==> config.mk <==
export PLATFORM = sky130hd
export DESIGN_NAME = counter_4_bit_up
export DESIGN_NICKNAME = d
export VERILOG_FILES = /design/src/rtl/counter_4_bit_up.sv
export SDC_FILE = /design/constraint.sdc
export NUM_CORES = 1
export LEC_CHECK = 0
export CORE_AREA = 8 8 45 47
export CTS_CLUSTER_SIZE = 24
export DETAILED_ROUTE_END_ITERATION = 12
export DIE_AREA = 0 0 53 55
export GPL_TIMING_DRIVEN = 0
export PLACE_DENSITY = 0.62
export SKIP_CTS_REPAIR_TIMING = 1
export SLEW_MARGIN = 20
export SYNTH_ARGS = -nofsm -noshare
export SYNTH_HDL_FRONTEND = slang
export SYNTH_SLANG_ARGS = --single-unit
==> constraint.sdc <==
create_clock -name clk -period 1.1 [get_ports clk]
set_input_delay 0.275 -clock clk [delete_from_list [all_inputs] [get_ports clk]]
set_output_delay 0.275 -clock clk [all_outputs]
set_load 0.005 [all_outputs]
==> src/rtl/counter_4_bit_up.sv <==
// Binary up counter with enable, synchronous clear, clamped parallel load,
// programmable terminal value and a registered wrap pulse.
module counter_4_bit_up #(
    parameter int WIDTH   = 4,
    parameter int MAX_VAL = 2**WIDTH - 1
) (
    input  logic             clk,
    input  logic             rst,
    input  logic             en,
    input  logic             clr,
    input  logic             load,
    input  logic [WIDTH-1:0] d,
    output logic [WIDTH-1:0] q,
    output logic             tc,
    output logic             wrap
);

    localparam logic [WIDTH-1:0] MAX_Q = WIDTH'(MAX_VAL);

    logic [WIDTH-1:0] q_next;
    logic             wrap_next;
    logic             at_max;

    assign at_max = (q == MAX_Q);

    always_comb begin
        q_next    = q;
        wrap_next = 1'b0;
        if (clr) begin
            q_next = '0;
        end else if (load) begin
            // Out-of-range load values clamp to 0 so q never exceeds MAX_VAL
            q_next = (d > MAX_Q) ? '0 : d;
        end else if (en) begin
            if (at_max) begin
                q_next    = '0;
                wrap_next = 1'b1;
            end else begin
                q_next = q + WIDTH'(1);
            end
        end
    end

    always_ff @(posedge clk or negedge rst) begin
        if (!rst) begin
            q    <= '0;
            wrap <= 1'b0;
        end else begin
            q    <= q_next;
            wrap <= wrap_next;
        end
    end

    assign tc = en && at_max;

endmodule

-- Word-level counts from Yosys, hierarchy flattened
Index checks and enable logic that the tools add are counted.
- register bits after elaboration: 5
- bits of input ports: 9
- logic and storage cells: 16
- add/subtract/negate cells: 1
- magnitude comparators: 1
- equality and inequality tests: 1
- muxes and demuxes: 9
- reduce and logical (&&, ||, !) cells: 2
- operators with widths (cell ; number):
    $mux W4 ; 5
    $add A4 B1 Y4 const B ; 1
    $eq A4 B4 Y1 const B ; 1
    $gt A4 B4 Y1 const B ; 1
    $mux W1 ; 4
    $reduce_bool A3 Y1 ; 1
    $logic_and A1 B1 Y1 ; 1

-- Logic depth before layout (Yosys ltp)
Gate-level depths: netlist of run 1.
- depth after elaboration: 5
- mapped depth: 4
- depth with buffers taken out: 4

-- Worst setup path before layout of run 1
No wires, ideal clock.
- path type: register -> register
- start: reg q[0]
- end: reg q[1]
- arrival: 1.111 ns
- path slack: -0.129 ns
- stages on the path, launching flop included: 5
- buffers on the path: 0
- period minus slack after synthesis: 1.229 ns
- cell sequence: dfrtp_1 ha_1 mux2_2 mux2i_1 nor2_1
- longest elaborated chain between the ends: 5
- elaborated cells on any way between the ends: 6
- those cells by class: add/sub (1); eq/ne (1); mux (4)
- RTL lines (item ; RTL line ; text):
    start: declaration ; 13 ; output logic [WIDTH-1:0] q,
    start signal: assignment ; 49 ; q <= q_next;
    $add A4 B1 Y4 or $eq A4 B4 Y1 (tied branches) ; 39, 24 ;
    $mux W4 (*) ; 35 ; if (at_max) begin
    $mux W4 (*) ; 34 ; end else if (en) begin
    $mux W4 (*) ; 31 ; end else if (load) begin
    $mux W4 (*) ; 29 ; if (clr) begin
Mark *: on every way between the ends. The rest lies on a longest branch, timed or not. The select of a mux whose other input is x is not followed.
A chain may end at the register's enable or synchronous reset.

-- Final worst setup path of run 1
- start: reg q[0]
- end: reg q[0]
Same word-level chain as after synthesis.

==> impl_metrics.yaml, run 1 <==
worst_setup_path:
  cp.required_ns: 1.24
  cp_slowest_stage_delay_ns: 0.44
  worstReg2RegEnd: "q[0]"
  critical_path_buf_inv_count: 2
  r2r_start: "q[0]"
  reg2regPathDepth: 5
  crit_chain: "ha_4, buf_6, buf_6, a311o_1, a221oi_2"
  setup.worst_path.start: "q[0]"
  r2r_slack_ns: -0.31
  criticalPathCategory: "register to register"
  cp-end-kind: "register"
  crit_arrival_ns: 1.55
  start_kind: "register"
  critical-path-top-delay-family: "compound AO/OA/AOI/OAI gates"
  slowest_stage: "dfrtp_2"
  critPathMostFrequentCell: "buf_6"
  cp_max_fo: 5
route:
  dr.pass1.iters: 2
  wire_per_inst_um: 11.97
  ant_nets: 0
  vias_per_cell: 4.329
  drtIter0Drc: 1
  drcViolationCount: 0
  drt_wl_total_um: 838
  vias: 303
die:
  rows: 14
  start_util: 0.2089
  die_w_um: 53
  die_area_um2: 2915
  io_pins: 15
  die_y_um: 55
  core-area_um2: 1384
cts:
  path_clk_slew_ns: 0.04
  cts_tree: "yes"
  cts_root_buffer: "clkbuf_4"
  clk_path_buf_depth: 2
  cts_inserted_buffers: 3
  worstSkewPairLatency_ns: 0.24
  htreeDepth: 1
  clock_sink_count: 5
synth:
  synth_commonest_cells: "5 x dfrtp_1, 4 x a21oi_1, 4 x nand2_1, 3 x inv_1"
  seq_area_frac_synth: 0.4329
  synth_edf_count: 0
  synth_area_leaders: "dfrtp_1 43%, a21oi_1 6.9%, a221oi_2 5.2%, nand2_1 5.2%, o21a_1 5.2%"
  yosysMostFrequentCell: "dfrtp_1"
  ys.flop_type: "dfrtp_1"
  ys_seq_elements: 5
  yosys_warnings: 0
  syn_area_um2: 289.0
  syn_inst: 31
  synth_cell_type_count: 17
  syn_avg_cell_area_um2: 9.323
  synth_top_area_frac: 0.4329
  syn_nets: 41
  async_flop_share: 1.000
  yosys.area.top_type: "dfrtp_1"
timing:
  worst_slew_pin_slew_ns: 0.3806
  max_freq_ghz: 0.7067
  tns_ns: -1.044
  slew-limit-headroom: 0.7463
  setup_ws_ns: -0.3149
  fin_skew_ns: 0.0007263
  final_hold_viol_count: 0
  grt_setup_unrepaired: "true"
  slew_violations: 0
  setup_violations: 6
  finalCritPeriodShare: 1.286
  finalCriticalPeriod_ns: 1.415
layout:
  regArea_um2: 126.4
  multi_input_area_um2: 157.7
  syn_to_final_growth_pct: 82.25
  nets: 65
  fill_cells: 146
  layout-drive-gt1-share: 0.3148
  n_antenna_cell: 0
global_routing:
  grt_pass1_wl_um: 1262
  gr-total-overflow: 0
  grt_pass1_vias: 294
  antenna_found_initial: 0
  grt_max_degree: 9
  grt_usage: 0.05982
pwr:
  power_density_nw_per_um2: 1035
  p_leak_nw: 0.2867
  vdd_drop_max_uv: 446.4
place:
  globalplace.congestion: 0.6951
  dp_hpwl_um: 626
  place_ws_ns: -0.7543
  numPortBuffers: 13
run_status:
  status: "finished, violations left"
  failed_checks: "setup timing"
min_path:
  hp-class: "input port to async pin"
flow_run:
  drv_cap: 0
==> worst max-delay path by stage <==
| stage | endpoint | slack (ns) | cells past startpoint |
|---|---|---|---|
| after floorplan | q[1] | -0.11 | 4 |
| after global placement | tc | -0.76 | 4 |
| after detailed placement | tc | -0.75 | 4 |
| after CTS | tc | -0.79 | 4 |
| after global routing | tc | -0.38 | 4 |
| final | q[0] | -0.31 | 5 |
==> logic make-up after synthesis <==
kind of cell | share of synthesized area
AO/OA/AOI/OAI | 0.2381
XOR/XNOR | 0.03031
adder cells (fa/ha/maj) | 0.04328
buffers and inverters | 0.06491
flip-flops | 0.4329
multiplexers | 0.07359
AND/OR/NAND/NOR | 0.1169
==> layout make-up <==
type | instances | area share
inverters | 4 | 0.02850
plain buffers | 1 | 0.007126
clock buffers | 4 | 0.04988
well taps | 16 | 0.03800
flip-flops and latches | 5 | 0.2399
multi-input cells | 21 | 0.2993
repair buffers | 19 | 0.3373
==> where the power goes <==
group	switching, W	internal (W)	total [W]	leakage [nW]
logic	0.0000482	0.0000795	0.000128	0.207
registers	0.0000154	0.000196	0.000211	0.0645
clock network	0.0000694	0.000137	0.000206	0.0150
==> through the flow <==
stage	util	hold WS, ns	instances	total power [W]	instance area [µm²]
floorplan	-	-0.02059	31	0.0002553	289.0
global placement	0.3174	0.5097	60	0.0003167	439.2
detailed placement	0.3174	0.5104	60	0.0003198	439.2
CTS	0.3363	0.2538	64	0.0005344	465.4
global route	0.3807	0.2659	70	0.0005756	526.8
finish	0.3807	0.2570	70	0.0005453	526.8
==> routing by layer <==
layer | track usage | up-vias | routed length (µm)
li1 | - | 154 | -
met1 | 0.05846 | 140 | 332
met2 | 0.09766 | 7 | 440
met3 | 0.02406 | 2 | 59
met4 | 0.05172 | 0 | 6
met5 | 0 | - | 0
==> state kept, by name, summed over array words and instances (netlist names) <==
name / count
wrap: 1
q: 4
==> cell usage in the layout (no fill, tap or decap), types with 2 or more instances in the layout <==
cell             instances
dlymetal6s2s_1           4
o21a_1                   2
nor2_1                   2
buf_4                    4
inv_1                    3
clkdlybuf4s50_1          6
dfrtp_1                  4
clkbuf_4                 3
buf_6                    2
a21oi_1                  4
clkbuf_2                 3
nand2_1                  4
clkbuf_1                 2
Power figures use the tool's default switching activity.
==> inputs of run 2 (changes only) <==
--- a/config.mk
+++ b/config.mk
@@ -6,6 +6,7 @@
 export NUM_CORES = 1
 export LEC_CHECK = 0
 export CORE_AREA = 8 8 45 47
+export CTS_BUF_LIST = sky130_fd_sc_hd__clkbuf_8
 export CTS_CLUSTER_SIZE = 24
 export DETAILED_ROUTE_END_ITERATION = 12
 export DIE_AREA = 0 0 53 55
==> run 2 against run 1 <==
Against the previous run:
- the run still ends with setup timing left
- first-iteration DRC count is 100% lower
- worst setup slack better by 0.062 ns
- cell count is 1.4% lower
- global-route usage is 0.16 points higher
- non-clock buffer count is 1 lower
==> impl_metrics.yaml, run 2 (synthesis results as in run 1) <==
cts:
  clk_path_buf_depth: 2
  path_clk_slew_ns: 0.03
  htreeDepth: 1
  cts_root_buffer: "clkbuf_8"
  clock_sink_count: 5
  cts_inserted_buffers: 3
  cts_tree: "yes"
  worstSkewPairLatency_ns: 0.22
timing:
  slew-limit-headroom: 0.7520
  slew_violations: 0
  worst_slew_pin_slew_ns: 0.3721
  fin_skew_ns: 0.00005358
  finalCritPeriodShare: 1.230
  tns_ns: -0.7320
  setup_violations: 5
  setup_ws_ns: -0.2528
  grt_setup_unrepaired: "true"
  final_hold_viol_count: 0
  finalCriticalPeriod_ns: 1.353
  max_freq_ghz: 0.7392
global_routing:
  grt_max_degree: 9
  antenna_found_initial: 0
  grt_usage: 0.06147
  grt_pass1_vias: 286
  gr-total-overflow: 0
  grt_pass1_wl_um: 1262
pwr:
  power_density_nw_per_um2: 1216
  vdd_drop_max_uv: 622.2
  p_leak_nw: 0.3079
run_status:
  failed_checks: "setup timing"
  status: "finished, violations left"
die:
  die_y_um: 55
  die_area_um2: 2915
  die_w_um: 53
  io_pins: 15
  start_util: 0.2089
  rows: 14
  core-area_um2: 1384
layout:
  largest_register: "q"
  final_common_cell: "clkdlybuf4s50_1"
  largest_register_ffs: 4
  final_cells: 69
  post-route-util: 0.3915
  layout-drive-gt1-share: 0.3208
  nets: 64
  syn_to_final_growth_pct: 87.45
  final_cell_mix: "6 x clkdlybuf4s50_1, 5 x dlymetal6s2s_1, 5 x buf_4, 4 x inv_1, 4 x a21oi_1"
  n_antenna_cell: 0
  finish.instance_area_um2: 541.8
  reg_top3: "q: 4 flops, wrap: 1 flops"
place:
  dp_hpwl_um: 626
  place_area_um2: 439.2
  numPortBuffers: 13
  globalplace.congestion: 0.6951
  placedCellCount: 60
route:
  vias: 304
  vias_per_cell: 4.406
  dr.pass1.iters: 1
  drcViolationCount: 0
  wire_per_inst_um: 12.09
  ant_nets: 0
  drt_wl_total_um: 834
  drtIter0Drc: 0
worst_setup_path:
  reg2regPathDepth: 4
  setup.worst_path.start: "q[0]"
  start_kind: "register"
  crit_arrival_ns: 1.08
  r2r_start: "q[0]"
  criticalPathCategory: "register to output port"
  r2r_slack_ns: -0.24
  cp_max_fo: 5
  cp-end-kind: "output port"
  worstReg2RegEnd: "q[0]"
  cp.required_ns: 0.82
flow_run:
  drv_cap: 0
min_path:
  hp-class: "input port to async pin"
[run 2: cell type report]
type | instances | area [µm²]
Buffer | 1 | 3.754
Clock buffer | 3 | 41.29
Clock inverter | 1 | 3.754
Fill cell | 146 | 842.1
Inverter | 4 | 15.01
Multi-Input combinational cell | 21 | 160.2
Sequential cell | 5 | 127.6
Tap cell | 16 | 20.02
Timing Repair Buffer | 18 | 170.2
[run 2: critical path, stage by stage, from the launching register on]
cell and delay [ns]:
dfrtp_2 0.44, ha_4 0.18, nand2_2 0.06, nor2_1 0.04, dlymetal6s2s_1 0.15
[run 2: worst max path at each step]
| stage | endpoint | slack (ns) | depth (start not counted) |
|---|---|---|---|
| floorplan | q[1] | -0.11 | 4 |
| global placement | tc | -0.76 | 4 |
| detailed placement | tc | -0.75 | 4 |
| CTS | tc | -0.76 | 4 |
| global route | tc | -0.30 | 4 |
| finish | tc | -0.25 | 4 |
[run 2: metal layers]
layer,vias to the layer above,global-route usage,share of wire,wire length [µm]
li1,152,-,-,-
met1,143,0.05846,0.39,326
met2,7,0.09766,0.52,434
met3,2,0.02406,0.071,59
met4,0,0.06466,0.017,14
met5,-,0,0,0
[run 2: power breakdown]
part           leakage [nW]  internal (W)  total [W]  switching (W)
combinational         0.218     0.0000764   0.000124      0.0000474
clock                0.0269      0.000239   0.000322      0.0000835
sequential           0.0631      0.000197   0.000213      0.0000156
[run 2: metrics by stage]
stage | total power, W | worst slack [ns] | hold WS (ns)
floorplan | 0.0002553 | -0.1140 | -0.02059
global placement | 0.0003167 | -0.7581 | 0.5097
detailed placement | 0.0003198 | -0.7543 | 0.5104
CTS | 0.0006514 | -0.7626 | 0.2785
global route | 0.0006914 | -0.3039 | 0.2899
finish | 0.0006585 | -0.2528 | 0.2769
==> inputs of run 3 (changes only) <==
--- a/config.mk
+++ b/config.mk
@@ -10,7 +10,7 @@
 export CTS_CLUSTER_SIZE = 24
 export DETAILED_ROUTE_END_ITERATION = 12
 export DIE_AREA = 0 0 53 55
-export GPL_TIMING_DRIVEN = 0
+export GPL_TIMING_DRIVEN = 1
 export PLACE_DENSITY = 0.62
 export SKIP_CTS_REPAIR_TIMING = 1
 export SLEW_MARGIN = 20
==> run 3 against run 2 <==
Against the previous run:
- the run still ends with setup timing left
- sequential share of layout area down 3.1 points
- critical path depth up 1
- register-to-register slack barely moved
- clock skew about the same
- fmax shrank 0.65%
- clock-buffer cell count did not move
- via count is 6.3% higher
- core utilization up 5.1 points
- final area rose by 13%
- hold slack worse by 0.0063 ns
- largest cell class unchanged
- combinational power is 31% higher
- clock power about the same
==> impl_metrics.yaml, run 3 (synthesis results as in run 1) <==
run_status:
  status: "finished, violations left"
  failed_checks: "setup timing"
die:
  die_area_um2: 2915
  die_w_um: 53
  core-area_um2: 1384
  die_y_um: 55
  rows: 14
  start_util: 0.2089
  io_pins: 15
global_routing:
  antenna_found_initial: 0
  grt_usage: 0.06689
  grt_pass1_vias: 350
  grt_pass1_wl_um: 1373
  grt_max_degree: 9
  gr-total-overflow: 0
route:
  vias: 323
  wire_per_inst_um: 12.97
  drcViolationCount: 0
  drt_wl_total_um: 973
  ant_nets: 0
  dr.pass1.iters: 1
  drtIter0Drc: 0
  vias_per_cell: 4.307
timing:
  finalCriticalPeriod_ns: 1.362
  tns_ns: -1.049
  worst_slew_pin_slew_ns: 0.3696
  setup_violations: 9
  slew-limit-headroom: 0.7532
  finalCritPeriodShare: 1.238
  slew_violations: 0
  grt_setup_unrepaired: "true"
  fin_skew_ns: 0.0003817
  hold_slack_ns: 0.2707
  final_hold_viol_count: 0
  setup_ws_ns: -0.2617
  max_freq_ghz: 0.7344
pwr:
  power_density_nw_per_um2: 1132
  vdd_drop_max_uv: 596.7
  p_leak_nw: 0.3277
layout:
  regArea_um2: 125.1
  multi_input_area_um2: 175.2
  n_antenna_cell: 0
  post-route-util: 0.4421
  reg_top3: "q: 4 flops, wrap: 1 flops"
  syn_to_final_growth_pct: 111.7
  largest_register_ffs: 4
  layout-drive-gt1-share: 0.4407
  nets: 70
  fill_cells: 141
  final_cell_mix: "6 x clkdlybuf4s50_1, 6 x buf_4, 5 x buf_6, 5 x dfrtp_1"
  finish.instance_area_um2: 611.8
  largest_register: "q"
worst_setup_path:
  slowest_stage: "dfrtp_1"
  crit_chain: "buf_6, ha_4, nand2_2, nor2_2, clkbuf_2"
  criticalPathCategory: "register to output port"
  crit_arrival_ns: 1.09
  start_kind: "register"
  cp_slowest_stage_delay_ns: 0.38
  r2r_slack_ns: -0.25
  cp-end-kind: "output port"
  cp_max_fo: 2
  cp.required_ns: 0.82
cts:
  cts_inserted_buffers: 3
  path_clk_slew_ns: 0.03
  cts_tree: "yes"
  clock_sink_count: 5
  clk_path_buf_depth: 2
  worstSkewPairLatency_ns: 0.22
  cts_root_buffer: "clkbuf_8"
  htreeDepth: 1
place:
  numPortBuffers: 14
  globalplace.congestion: 0.7116
  dp_hpwl_um: 731.5
  place_area_um2: 513.0
flow_run:
  drv_cap: 0
min_path:
  hp-class: "input port to async pin"
-- run 3: layout make-up --
class | count | share of cell area
Clock buffer | 3 | 0.06748
Clock inverter | 1 | 0.006135
Inverter | 4 | 0.02454
Multi-Input combinational cell | 21 | 0.2863
Sequential cell | 5 | 0.2045
Tap cell | 16 | 0.03272
Timing Repair Buffer | 25 | 0.3783
-- run 3: final timing paths --
path | startpoint | to | depth (start not counted)
setup / recovery | q[0] | tc | 5
hold / removal | rst | q[0] | 1
setup reg to reg | q[0] | q[0] | 5
hold reg to reg | q[3] | wrap | 3
max in group asynchronous | rst | q[3] | 1
min in group clk | en | wrap | 4
-- run 3: critical path, delay by kind of cell, from the launching register on --
| family | cells | cell delay (ns) |
|---|---|---|
| buffers and inverters | 2 | 0.23 |
| DFF | 1 | 0.38 |
| adders and majority gates | 1 | 0.15 |
| and+or+nand+nor | 2 | 0.11 |
-- run 3: metrics by stage --
step / cells / total power [W] / setup WS [ns]
floorplan: 31 / 0.0002553 / -0.1140
global placement: 69 / 0.0003465 / -0.6258
detailed placement: 69 / 0.0003504 / -0.6247
CTS: 73 / 0.0006868 / -0.6317
global route: 75 / 0.0007386 / -0.3249
finish: 75 / 0.0006927 / -0.2617
-- run 3: power breakdown --
group          total [W]  switching [W]  internal (W)
Sequential      0.000206      0.0000100      0.000196
Combinational   0.000162      0.0000625      0.000100
Clock           0.000324      0.0000854      0.000239
Total           0.000693       0.000158      0.000535
-- run 3: routing by layer --
layer  global-route usage  part of all wire
met1              0.05215              0.37
met2               0.1230              0.56
met3              0.03476             0.072
met4              0.05172                 0
met5                    0                 0
